$ cat config.mk
export PLATFORM = sky130hd
export DESIGN_NAME = distance1
export DESIGN_NICKNAME = d
export VERILOG_FILES = /design/src/rtl/distance1_pkg.sv /design/src/rtl/distance1_popcount_tree.sv /design/src/rtl/distance1.sv
export SDC_FILE = /design/constraint.sdc
export NUM_CORES = 1
export LEC_CHECK = 0
export BUFFER_PORTS_ARGS = -buffer_cell sky130_fd_sc_hd__buf_4
export CAP_MARGIN = 30
export CORE_MARGIN = 2
export CORE_UTILIZATION = 42
export CTS_CLUSTER_SIZE = 16
export DETAILED_ROUTE_END_ITERATION = 12
export PLACE_DENSITY = 0.82
export SLEW_MARGIN = 20
export SYNTH_ARGS = -nofsm -noshare
export SYNTH_HDL_FRONTEND = slang
export SYNTH_SLANG_ARGS = --single-unit
$ cat constraint.sdc
create_clock -name CLK -period 2.7 [get_ports CLK]
set_input_delay 0.27 -clock CLK [delete_from_list [all_inputs] [get_ports CLK]]
set_output_delay 0.27 -clock CLK [all_outputs]
set_load 0.03 [all_outputs]
$ cat src/rtl/distance1_pkg.sv
// Shared defaults and sizing helpers for the distance1 signature-compare block.
package distance1_pkg;

    localparam int WIDTH_DEF = 8;
    localparam int CNT_W_DEF = 8;

    // Leaf count of the adder tree: WIDTH rounded up to a power of two.
    function automatic int pow2_ceil(input int w);
        int p;
        p = 1;
        while (p < w) p = p * 2;
        return p;
    endfunction

endpackage

$ cat src/rtl/distance1_popcount_tree.sv
// Combinational pairwise adder tree counting the set bits of vec_i.
// Purely combinational; zero latency, no flow control.
module popcount_tree
    import distance1_pkg::*;
#(
    parameter int WIDTH = WIDTH_DEF,
    parameter int CNT_W = CNT_W_DEF
) (
    input  logic [WIDTH-1:0] vec_i,
    output logic [CNT_W-1:0] cnt_o
);

    localparam int LEAVES = pow2_ceil(WIDTH);

    logic [LEAVES-1:0] vec_pad;
    logic [CNT_W-1:0]  acc [LEAVES];

    assign vec_pad = LEAVES'(vec_i);

    // Each pass halves the live node count; acc[0] ends up holding the root.
    always_comb begin
        for (int i = 0; i < LEAVES; i++) begin
            acc[i] = CNT_W'(vec_pad[i]);
        end
        for (int n = LEAVES; n > 1; n = n / 2) begin
            for (int i = 0; i < n / 2; i++) begin
                acc[i] = acc[2*i] + acc[2*i+1];
            end
        end
        cnt_o = acc[0];
    end

endmodule

$ cat src/rtl/distance1.sv
// Registered signature compare: mismatch vector and Hamming distance, one-cycle latency.
// Optional DISTANCE1_ACCUM_EN turns NUMBER into a saturating running total.
module distance1
    import distance1_pkg::*;
#(
    parameter int WIDTH = WIDTH_DEF,
    parameter int CNT_W = CNT_W_DEF
) (
    input  logic             CLK,
    input  logic             RST,
    input  logic [WIDTH-1:0] SIG_IN,
    input  logic [WIDTH-1:0] SIG_OUT,
    output logic [CNT_W-1:0] NUMBER,
    output logic [WIDTH-1:0] RED_SIG
);

    logic [WIDTH-1:0] red_sig_d, red_sig_q;
    logic [CNT_W-1:0] number_d, number_q;
    logic [CNT_W-1:0] pop_cnt;

    assign red_sig_d = SIG_IN ^ SIG_OUT;

    popcount_tree #(
        .WIDTH (WIDTH),
        .CNT_W (CNT_W)
    ) u_popcount_tree (
        .vec_i (red_sig_d),
        .cnt_o (pop_cnt)
    );

`ifdef DISTANCE1_ACCUM_EN
    logic [CNT_W:0] acc_sum;

    // One extra carry bit detects overflow so the total clamps instead of wrapping.
    always_comb begin
        acc_sum  = {1'b0, number_q} + {1'b0, pop_cnt};
        number_d = acc_sum[CNT_W] ? {CNT_W{1'b1}} : acc_sum[CNT_W-1:0];
    end
`else
    assign number_d = pop_cnt;
`endif

    always_ff @(posedge CLK) begin
        if (RST) begin
            red_sig_q <= '0;
            number_q  <= '0;
        end else begin
            red_sig_q <= red_sig_d;
            number_q  <= number_d;
        end
    end

    assign RED_SIG = red_sig_q;
    assign NUMBER  = number_q;

endmodule

### Word-level counts from Yosys, hierarchy flattened

Cells that the tools add are included.
W data, S select, Z words.

* flip-flop bits (word level): 16
* bits in latches: 0
* RAM bits: 0
* ROM bits: 0
* input port bits: 18
* output and inout bits: 16
* word-level logic and storage cells: 10
* memories: 0

* add/sub/neg operators: 7
* multipliers: 0
* divide/modulo/power cells: 0
* order comparisons: 0
* equal/unequal tests: 0
* shift-type cells: 0
* mux-type cells: 0
* bitwise operators: 1
* reductions and logical operators: 0

Operators by type and width (count)
* $add A8 B8 Y8: 3
* $add A1 B1 Y2: 4
* $xor A8 B8 Y8: 1

### Depth between registers and ports, before layout

Gate-level depths: netlist of run 1.

* word-level depth: 4
* gate-level depth with buffers: 9
* depth with buffers taken out: 9

### Modules after synthesis

A second synthesis of run 1 with hierarchy kept.

* cells, all modules: 70
* area, all modules: 743.2 um^2

By module, submodules not included
* distance1: instances 1, cells each 41, area an instance 519.2 um^2, seq. area each 320.3 um^2
* popcount_tree: instances 1, cells each 29, area an instance 224.0 um^2, seq. area each 0.0 um^2

### Worst setup path before layout of run 1

Ideal clock, no wire load.

* path type: in2reg
* start: in SIG_OUT[3]
* end: reg number_q[2], in the netlist NUMBER[2]
* setup time: 0.117 ns
* arrival: 2.365 ns
* data required time: 2.583 ns
* path slack: 0.218 ns
* stages on the path: 9
* buffers on the path: 0
* path through: xor2_1 -> ha_1 -> inv_1 -> fa_1 -> inv_1 -> fa_1 -> ha_1 -> fa_1 -> nor2b_1

* cells in the longest elaborated chain, start to end: 4

Ends and longest elaborated chain
* start: declaration: RTL line distance1.sv:12 `input logic [WIDTH-1:0] SIG_OUT,`
* $xor A8 B8 Y8: RTL line distance1.sv:21 `assign red_sig_d = SIG_IN ^ SIG_OUT;`
* $add A1 B1 Y2: RTL line distance1_popcount_tree.sv:27 `acc[i] = acc[2*i] + acc[2*i+1];`
* $add A8 B8 Y8 (2 in series): RTL line distance1_popcount_tree.sv:27
* via number_d[2]: RTL line distance1.sv:18 `logic [CNT_W-1:0] number_d, number_q;`
* end signal: assignment: RTL line distance1.sv:49 `number_q <= number_d;`
* end: declaration: RTL line distance1.sv:18

The timed path passes the listed nets, and every way through them passes these cells.
A chain may end at the register's enable or synchronous reset.

### Final worst setup path of run 1

* start: in SIG_OUT[3]
* end: reg number_q[2], in the netlist NUMBER[2]

* cells in the longest elaborated chain, start to end: 4

Ends and longest elaborated chain
* $xor A8 B8 Y8: RTL line distance1.sv:21
* via red_sig_d[3]: RTL line distance1.sv:17 `logic [WIDTH-1:0] red_sig_d, red_sig_q;`
* $add A1 B1 Y2: RTL line distance1_popcount_tree.sv:27
* $add A8 B8 Y8 (2 in series): RTL line distance1_popcount_tree.sv:27
* via number_d[2]: RTL line distance1.sv:18

The timed path passes the listed nets, and every way through them passes these cells.

==> results of run 1 <==
through the flow:
| step | util, % | power [W] |
|---|---|---|
| 6_report | 64.8 | 0.000627 |
| 5_1_grt | 64.8 | 0.000676 |
| 4_1_cts | 64.8 | 0.000638 |
| 3_5_place_dp | 62.1 | 0.000496 |
| 3_3_place_gp | 62.1 | 0.000481 |
| 2_1_floorplan | - | 0.000402 |
state kept, by name (all words and copies together) (netlist names):
register / cells
RED_SIG: 8
NUMBER: 4
cells in the final DEF, fill, tap and decap left out:
cell type	synthesis	final
fa_1	4	4
conb_1	1	4
xor2_1	8	8
clkbuf_4	0	3
nor2b_2	7	7
clkbuf_8	0	1
nor2b_1	5	5
buf_4	5	29
ha_1	6	6
dfxtp_1	12	12
inv_1	5	5
power groups by stage:
stage / logic, W / clock network, W / registers (W)
global route: 0.000298 / 0.000159 / 0.000219
CTS: 0.000275 / 0.000146 / 0.000217
global placement: 0.000261 / 0 / 0.000220
floorplan: 0.000117 / 0 / 0.000285
finish: 0.000269 / 0.000142 / 0.000216
detailed placement: 0.000275 / 0 / 0.000220
worst min-delay path by stage:
stage	end	slack [ns]	cells past startpoint
after floorplan	NUMBER[0]	0.34	1
after global placement	RED_SIG[6]	0.57	2
after detailed placement	RED_SIG[4]	0.56	2
after CTS	RED_SIG[4]	0.27	2
after global routing	RED_SIG[4]	0.27	2
final	RED_SIG[5]	0.27	2
per-layer routing:
metal / up-vias / global-route usage, %
met5: - / 0
met4: 0 / 11.3
met3: 4 / 3.02
met2: 25 / 25.2
met1: 196 / 9.28
li1: 213 / -
kinds of logic (layout without fill, tap and decap cells):
kind of cell,count (synthesis),in the layout,synth area share [%]
other cells,1,4,0.607
flops,12,12,38.9
fa+ha+maj,10,10,25.1
xor+xnor,8,8,11.3
simple gates,12,12,15.0
buf+inv,10,38,9.11
cell type report:
cell class	instances	area, um2
Multi-Input combinational cell	34	333
Sequential cell	12	240
Tap cell	15	18.8
Fill cell	121	469
Clock buffer	4	36.3
Timing Repair Buffer	29	218
Inverter	5	18.8
==> impl_metrics.toml, run 1 <==
[synth]
ys_seq_area_share_pct = 38.9
yosysTopAreaCellShare_pct = 38.9
synth_cell_type_count = 9
syn_avg_cell_area_um2 = 11.7
synth.area.top_cells = "dfxtp_1, fa_1, ha_1, xor2_1, nor2b_2"
synthTopCellsByCount = "dfxtp_1, xor2_1, nor2b_2"
synth_flop_cell = "dfxtp_1"
syn_inst = 53
syn_area_um2 = 618
synth-edff-count = 0
yosysMostFrequentCell = "dfxtp_1"
synth.ff_latch_count = 12
yosys_warnings = 0
synth_top_area_cell = "dfxtp_1"
synth_async_sr_flop_share_pct = 0

[critical_path]
cpMostUsedCell = "fa_1"
cp_num_buf_inv = 3
cp.arrival_ns = 2.55
cp.required_ns = 2.87
cpPeakStageDelay_ns = 0.42
slowest_stage = "fa_1"
crit_fanout = 2
path_depth = 10
endpoint_kind = "flop"
path_delay_family = "adder cells"
worstPathCellList = "buf_4 -> xor2_1 -> ha_1 -> inv_1 -> fa_1 -> inv_1 -> fa_1 -> ha_1 -> fa_1 -> nor2b_1"
setup.worst_path.class = "input pin to flop"
start_kind = "input pin"
crit_start = "SIG_OUT[3]"
endpoint = "NUMBER[2]"

[power]
clkPwrFrac_pct = 22.7
power_switching_share_pct = 34.4
power.net_switching_w = 0.000216
power_density_mw_per_mm2 = 726
internal-power_w = 0.000412
comb_power_share_pct = 42.8
peakVddDrop_uv = 284
pwr-share-seq_pct = 34.5
leakagePower_nw = 0.454

[layout]
diodes = 0
drive_gt1_share_pct = 47.6
nets = 113
fin_area_um2 = 865
finalNonFillerCells = 99
area_delta_synth_final_pct = 39.9

[sta]
setup_ws_ns = 0.315
hold_viol = 0
period_minus_slack_ns = 2.39
fin_tns_setup_ns = 0
finalCritPeriodShare_pct = 88.3
fmax_mhz = 419
slew_viol_final = 0
rsz0062_at_grt = "no"
hold_ws_ns = 0.270
setup_viol = 0

[route]
routedLengthMet1_um = 326
drc_errors = 0
maxUsedRoutingLayer = "met4"
met2WireLength_um = 549
wl_met3_um = 98
drt_iter0_markers = 2
viasPerCell = 4.42
wl_mm = 1.01
wl_per_cell_um = 10.2
vias = 438
dr.pass1.iters = 3
drtAntennaViolNets = 0

[clocking]
cts_tree = "done"
htree_levels = 1
cts_buffers = 3
root_buffer = "clkbuf_4"
clk_pin_slew_worst_paths_ns = 0.07
clock_sinks = 12
clockBufferDepth = 2
cts_resized = 0
cts_hold_buffers = 0
post-cts-setup-buffers = 0

[floorplan]
rows = 13
start_util_pct = 46.3
die_h_um = 42.4
dieArea_mm2 = 0.00179
ioPinCount = 34
core-area_mm2 = 0.00133
die_x_um = 42.4

[place]
hpwl_um = 872
placed_cell_area_um2 = 828
gp_congestion = 0.689
pre_cts_ws_ns = 0.000438
portBuffers = 29
dp.cells = 95

[grt]
overflow = 0
grt_pass1_wl_mm = 1.63
grt_max_degree = 13
antenna_found_initial = 0
grt.total_usage_pct = 12.6
first_global_vias = 474

[min_path]
worstHoldPathType = "input pin to flop"
hp-start = "RST"

[run_status]
status = "completed"

[job]
maxCapViolCount = 0
(Power assumes the default switching activity.)
==> run 2, diff against run 1 <==
--- a/config.mk
+++ b/config.mk
@@ -8,10 +8,11 @@
 export BUFFER_PORTS_ARGS = -buffer_cell sky130_fd_sc_hd__buf_4
 export CAP_MARGIN = 30
 export CORE_MARGIN = 2
-export CORE_UTILIZATION = 42
+export CORE_UTILIZATION = 45
 export CTS_CLUSTER_SIZE = 16
 export DETAILED_ROUTE_END_ITERATION = 12
-export PLACE_DENSITY = 0.82
+export PLACE_DENSITY = 0.87
+export RECOVER_POWER = 50
 export SLEW_MARGIN = 20
 export SYNTH_ARGS = -nofsm -noshare
 export SYNTH_HDL_FRONTEND = slang
==> constraint.sdc (replaced) <==
create_clock -name CLK -period 2.8 [get_ports CLK]
set_input_delay 0.28 -clock CLK [delete_from_list [all_inputs] [get_ports CLK]]
set_output_delay 0.28 -clock CLK [all_outputs]
set_load 0.03 [all_outputs]
==> run 2 against run 1 <==
Effect of this change: wire length fell by 7.5%; design area fell by 3.9%; clock power fell by 29%; final cell count fell by 1.0%; count of clock-buffer cells in the layout fell by 1; sequential cell count did not move.
==> impl_metrics.toml, run 2 (same netlist as run 1, synthesis figures left out) <==
[sta]
setup_viol = 0
period_minus_slack_ns = 2.42
hold_viol = 0
rsz0062_at_grt = "no"
fmax_mhz = 412
fin_tns_setup_ns = 0
finalCritPeriodShare_pct = 86.6
slew_viol_final = 0

[critical_path]
start_kind = "input pin"
slowest_stage = "fa_1"
cpMostUsedCell = "fa_1"
setup.worst_path.class = "input pin to flop"
cpPeakStageDelay_ns = 0.42
cp.required_ns = 2.95
endpoint_kind = "flop"
worstPathCellList = "clkbuf_4 -> xor2_1 -> ha_1 -> inv_1 -> fa_1 -> inv_1 -> fa_1 -> ha_1 -> fa_1 -> nor2b_1"
crit_fanout = 2
cp.arrival_ns = 2.57

[clocking]
cts_buffers = 3
post-cts-setup-buffers = 0
clk_pin_slew_worst_paths_ns = 0.08
cts_hold_buffers = 0
cts_tree = "done"
root_buffer = "clkbuf_4"
cts_resized = 0
clock_sinks = 12
clockBufferDepth = 2
htree_levels = 1

[power]
internal-power_w = 0.000361
power.net_switching_w = 0.000199
peakVddDrop_uv = 346
power_switching_share_pct = 35.5
comb_power_share_pct = 44.8
pwr-share-seq_pct = 37.2
power_density_mw_per_mm2 = 674
leakagePower_nw = 0.427
clkPwrFrac_pct = 18.0

[floorplan]
rows = 13
die_h_um = 41.1
start_util_pct = 48.1
ioPinCount = 34
die_x_um = 41.1
dieArea_mm2 = 0.00169
core-area_mm2 = 0.00128

[route]
dr.pass1.iters = 1
vias = 428
wl_um = 935
drc_errors = 0
viasPerCell = 4.37
wl_per_cell_um = 9.54
drtAntennaViolNets = 0
drt_iter0_markers = 0

[layout]
area_delta_synth_final_pct = 34.4
nets = 113
final_util_pct = 64.7
final_cell_mix = "buf_4, dfxtp_1, clkbuf_4"
final_common_cell = "buf_4"
largest_reg_flops = 8
diodes = 0
drive_gt1_share_pct = 39.8

[place]
hpwl_um = 777
gp_congestion = 0.728
portBuffers = 29

[grt]
antenna_found_initial = 0
first_global_vias = 341
grt.total_usage_pct = 12.7
grt_pass1_wl_mm = 1.31
grt_max_degree = 13
overflow = 0

[run_status]
status = "completed"

[min_path]
worstHoldPathType = "input pin to flop"

[job]
maxCapViolCount = 0
-- run 2: worst paths after layout --
| path | startpoint | end | slack (ns) | cells past startpoint |
|---|---|---|---|---|
| hold / removal | RST | RED_SIG[5] | 0.28 | 2 |
| setup / recovery | SIG_OUT[3] | NUMBER[2] | 0.38 | 10 |
-- run 2: power by group through the flow --
stage | Combinational (W) | Clock, W | Sequential (W)
after floorplan | 0.000113 | 0 | 0.000275
after global placement | 0.000250 | 0 | 0.000212
after detailed placement | 0.000259 | 0 | 0.000213
after CTS | 0.000263 | 0.000105 | 0.000209
after global routing | 0.000285 | 0.000115 | 0.000213
final | 0.000251 | 0.000101 | 0.000209
-- run 2: per-layer routing --
layer,GRT usage [%],vias to the layer above,wire (um)
li1,-,213,-
met1,12.0,195,325
met2,22.7,18,503
met3,4.89,2,85
met4,7.50,0,20
met5,0,-,0
-- run 2: stage by stage --
step / hold WS (ns) / setup slack [ns] / power (W) / std cells / cell area (um2)
3_3_place_gp: 0.574 / 0.140 / 0.000462 / 95 / 828
5_1_grt: 0.279 / 0.283 / 0.000612 / 98 / 831
3_5_place_dp: 0.575 / 0.0798 / 0.000472 / 95 / 828
2_1_floorplan: 0.352 / 0.308 / 0.000388 / 56 / 629
4_1_cts: 0.295 / 0.358 / 0.000577 / 98 / 851
6_report: 0.282 / 0.375 / 0.000560 / 98 / 831
-- run 2: layout make-up --
type | count | area, um2
Inverter | 5 | 18.8
Timing Repair Buffer | 29 | 203
Multi-Input combinational cell | 34 | 328
Clock buffer | 3 | 22.5
Tap cell | 15 | 18.8
Fill cell | 119 | 454
Sequential cell | 12 | 240
-- run 2: worst max-delay path: cells and delay by family --
| family | cells | cell delay [ns] |
|---|---|---|
| fa+ha+maj | 5 | 1.74 |
| buf+inv | 3 | 0.24 |
| xor+xnor | 1 | 0.16 |
| simple gates | 1 | 0.14 |
